--- src/rtl/demuxpri.sv ---
// rtl/demuxpri.sv - priority demultiplexer with registered per-channel output slots
module demuxpri #(
    parameter int DW = 32,
    parameter int N  = 2,
    parameter int CW = 16
) (
    input  logic            clk,
    input  logic            rst,
    input  logic            in_valid,
    output logic            in_ready,
    input  logic [N-1:0]    in_sel,
    input  logic [DW-1:0]   in_data,
    output logic [N-1:0]    out_valid,
    input  logic [N-1:0]    out_ready,
    output logic [N*DW-1:0] out_data,
    output logic            hit,
    output logic [CW-1:0]   drop_count
);

    logic [N-1:0] win_oh;
    logic [N-1:0] load;
    logic         any_sel;
    logic         slot_free;
    logic         accept;

    // Isolate the lowest set select bit as the one-hot winner and derive ready/accept.
    // Only the winner's slot is consulted: a busy winner stalls the input rather
    // than falling through to a higher channel.
    always_comb begin
        win_oh    = in_sel & (~in_sel + N'(1));
        any_sel   = |in_sel;
        slot_free = |(win_oh & (~out_valid | out_ready));
        in_ready  = !rst && (!any_sel || slot_free);
        accept    = in_valid && in_ready;
        load      = accept ? win_oh : '0;
    end

    // Output slots: a load beats a same-cycle drain so a channel can stream one word per cycle.
    always_ff @(posedge clk or posedge rst) begin
        if (rst) begin
            out_valid <= '0;
            out_data  <= '0;
        end else begin
            for (int i = 0; i < N; i++) begin
                if (load[i]) begin
                    out_valid[i]          <= 1'b1;
                    out_data[i*DW +: DW]  <= in_data;
                end else if (out_ready[i]) begin
                    out_valid[i]          <= 1'b0;
                end
            end
        end
    end

    // Hit pulse for routed accepts and saturating count of words accepted with no select bit.
    always_ff @(posedge clk or posedge rst) begin
        if (rst) begin
            hit        <= 1'b0;
            drop_count <= '0;
        end else begin
            hit <= accept && any_sel;
            if (accept && !any_sel && (drop_count != {CW{1'b1}}))
                drop_count <= drop_count + CW'(1);
        end
    end

endmodule

--- config.mk ---
export PLATFORM = sky130hd
export DESIGN_NAME = demuxpri
export DESIGN_NICKNAME = d
export VERILOG_FILES = /design/src/rtl/demuxpri.sv
export SDC_FILE = /design/constraint.sdc
export NUM_CORES = 1
export LEC_CHECK = 0
export ABC_AREA = 1
export BUFFER_PORTS_ARGS = -buffer_cell sky130_fd_sc_hd__buf_2
export CELL_PAD_IN_SITES_DETAIL_PLACEMENT = 1
export CELL_PAD_IN_SITES_GLOBAL_PLACEMENT = 1
export CORE_MARGIN = 8
export CORE_UTILIZATION = 41
export CTS_BUF_LIST = sky130_fd_sc_hd__clkbuf_2 sky130_fd_sc_hd__clkbuf_4 sky130_fd_sc_hd__clkbuf_8
export CTS_CLUSTER_DIAMETER = 150
export DETAILED_ROUTE_END_ITERATION = 8
export PLACE_DENSITY_LB_ADDON = 0.12
export SLEW_MARGIN = 20
export SYNTH_ARGS = -nofsm -noshare
export SYNTH_HDL_FRONTEND = slang
export SYNTH_SLANG_ARGS = --single-unit
export TNS_END_PERCENT = 100
--- constraint.sdc ---
create_clock -name clk -period 12.29 [get_ports clk]
set_input_delay 2.458 -clock clk [delete_from_list [all_inputs] [get_ports clk]]
set_output_delay 2.458 -clock clk [all_outputs]
set_load 0.02 [all_outputs]
==> impl_metrics.csv <==
group,metric,value,unit
timing,hold_violations,0,
power,seqPwrFrac,48.3,%
layout,most-common-layout-cells,"nand2_1, buf_2, dfrtp_1, nand4_1, nor2_1",
yosys,ys_ff_latch,83,
clock_network,root_buffer,"clkbuf_8",
timing,setup_viol,0,
grt,grt_pass1_wl,19300,um
grt,grt_overflow,0,
timing,min_period_over_period,55.6,%
timing,clock.fmax,146,MHz
layout,area_delta_synth_final,21.2,%
hold_path,min-delay-path-class,"flip-flop to flip-flop",
timing,max_slew_margin,36.2,%
layout,utilization,50.6,%
layout,final_nets,597,
yosys,netlist_area,3800,um2
power,p_leak,2.55,nW
critical_path,ff2ff_path_depth,7,
clock_network,clockBufferDepth,2,
place,io_buffers,122,
yosys,syn_inst,450,
clock_network,cts_buffers,9,
detailed_routing,vias_per_cell,5.29,
layout,drive_above_1_share,26.7,%
timing,finalSetupTns,0,ns
critical_path,worstPathRequired,9.83,ns
critical_path,crit_type,"input port to output port",
clock_network,cts_tree,"built",
detailed_routing,avgRoutedWirePerCell,17.2,um
floorplanning,start_util,41.7,%
grt,grt_max_degree,69,
yosys,yosysSeqAreaShare,54.7,%
timing,finalHoldWorstSlack,0.472,ns
clock_network,htree_levels,3,
floorplanning,die_w,112,um
detailed_routing,drt-initial-drc-count,171,
grt,grtUsageTotal,18.8,%
yosys,ys_warn_count,0,
critical_path,worst_setup_path_start_kind,"input port",
detailed_routing,vias,3560,
clock_network,clk-insertion-delay-late,0.36,ns
detailed_routing,ant_nets,0,
power,combPwrFrac,25.9,%
timing,slew_violations,0,
critical_path,critPathArrivalTime,4.38,ns
yosys,syn_nets,490,
power,internal-power,0.455,mW
place,gp_congestion,0.750,
floorplanning,die_y,112,um
hold_path,min_path_cells,2,
floorplanning,dieArea,12600,um2
floorplanning,ios,123,
yosys,synth_cell_types,22,
power,switchingPower,0.264,mW
timing,worst_slew_pin_slew,0.953,ns
clock_network,hold_buffers,0,
critical_path,crit_path_end_kind,"output port",
clock_network,path_clk_slew,0.09,ns
grt,grt_antenna_before_repair,0,
detailed_routing,drt-pass1-iter-count,4,
clock_network,cts_setup_buffers,0,
floorplanning,core_region_area,9110,um2
timing,rsz0062_at_grt,"false",
job,maxCapViolCount,0,
clock_network,clock_sinks,83,
layout,fillCellCount,1153,
power,irDropWorstVdd,0.0562,mV
grt,grt_pass1_vias,3742,
layout,diodes,0,
layout,final_common_cell,"nand2_1",
critical_path,crit_fanout,68,
run_status,status,"completed",
power,p_clk_share,25.8,%
detailed_routing,wirelength,11600,um
place,hpwlAfterDp,8110,um
detailed_routing,drc_errors,0,
floorplanning,fp-row-count,35,
timing,finClkSkew,0.0170,ns
clock_network,cts_resized,0,
timing,period_needed,6.84,ns
power,power_switching_share,36.7,%
power,power.density,156,nW/um2
yosys,synth_area_per_cell,8.44,um2
==> registers in the layout, summed over array words and instances, names as in the netlist <==
signal	flops
drop_count	16
hit	1
out_valid	2
out_data	64
==> kinds of logic after synthesis <==
family | synth area share (%)
and+or+nand+nor | 36.4
DFF | 54.7
buffers and inverters | 5.47
AOI/OAI and AO/OA | 1.58
xor gates and xnor gates | 1.61
adders and majority gates | 0.329
==> per-layer routing <==
layer  track usage [%]  up-vias  part of all wire (%)
li1                  -     1696                     -
met1              24.3     1750                    44
met2              30.0      103                    48
met4              5.13        0                   1.0
met3              5.42       11                   6.8
met5                 0        -                     0
==> per-stage QoR <==
stage	setup slack, ns	cell area (um2)	power (mW)	std cells
global placement	5.47	4420	0.534	657
detailed placement	5.43	4420	0.542	657
CTS	5.43	4610	0.729	673
floorplan	4.80	3800	0.463	450
global route	5.31	4610	0.760	673
finish	5.45	4610	0.719	673
==> worst paths after layout <==
path / slack [ns] / endpoint / startpoint
setup / recovery: 5.45 / in_ready / in_sel[0]
hold / removal: 0.47 / out_data[42]$_DFFE_PP0P_ / out_data[42]$_DFFE_PP0P_
setup reg to reg: 9.82 / out_data[38]$_DFFE_PP0P_ / out_valid[0]$_DFFE_PP0P_
max in group asynchronous: 9.05 / out_data[30]$_DFFE_PP0P_ / rst
hold reg to reg: 0.47 / out_data[42]$_DFFE_PP0P_ / out_data[42]$_DFFE_PP0P_
min in group asynchronous: 2.04 / out_data[56]$_DFFE_PP0P_ / rst
==> critical path, cell delays in order <==
cell,delay (ns)
buf_2,0.56
nor2_4,0.33
a21oi_4,0.19
buf_4,0.53
buf_2,0.28
==> Yosys cell counts <==
| library cell | instances | area (um2) |
|---|---|---|
| dfrtp_1 | 83 | 2080 |
| clkbuf_1 | 12 | 45.0 |
| buf_6 | 2 | 22.5 |
| xnor2_1 | 4 | 35.0 |
| buf_4 | 4 | 30.0 |
| o21bai_4 | 1 | 18.8 |
| nand4_1 | 69 | 432 |
| ha_1 | 1 | 12.5 |
| nand3_2 | 2 | 20.0 |
| buf_2 | 10 | 50.1 |
| nor2_1 | 19 | 71.3 |
| nand2_4 | 1 | 11.3 |
| nand2_2 | 1 | 6.26 |
| o21ai_0 | 5 | 25.0 |
| nor2_4 | 2 | 22.5 |
| buf_1 | 1 | 3.75 |
| nand3b_1 | 1 | 7.51 |
| nand2_1 | 204 | 766 |
| xor2_1 | 3 | 26.3 |
| a21oi_4 | 1 | 16.3 |
| inv_1 | 15 | 56.3 |
| nand3_1 | 9 | 45.0 |
==> power by group through the flow <==
stage          combinational, mW  clock (mW)  sequential [mW]
2_1_floorplan             0.0592           0            0.404
4_1_cts                    0.190       0.191            0.348
5_1_grt                    0.205       0.201            0.353
6_report                   0.186       0.186            0.348
3_3_place_gp               0.183           0            0.352
3_5_place_dp               0.190           0            0.353
==> area by class of cell <==
class / instances / area (um2) / share of cell area (%)
Clock buffer: 10 / 138 / 2.99
Multi-Input combinational cell: 323 / 1520 / 32.9
Sequential cell: 83 / 2080 / 45.1
Tap cell: 111 / 139 / 3.02
Timing Repair Buffer: 125 / 633 / 13.7
Clock inverter: 6 / 46.3 / 1.01
Inverter: 15 / 57.6 / 1.25
(Power assumes the default switching activity.)
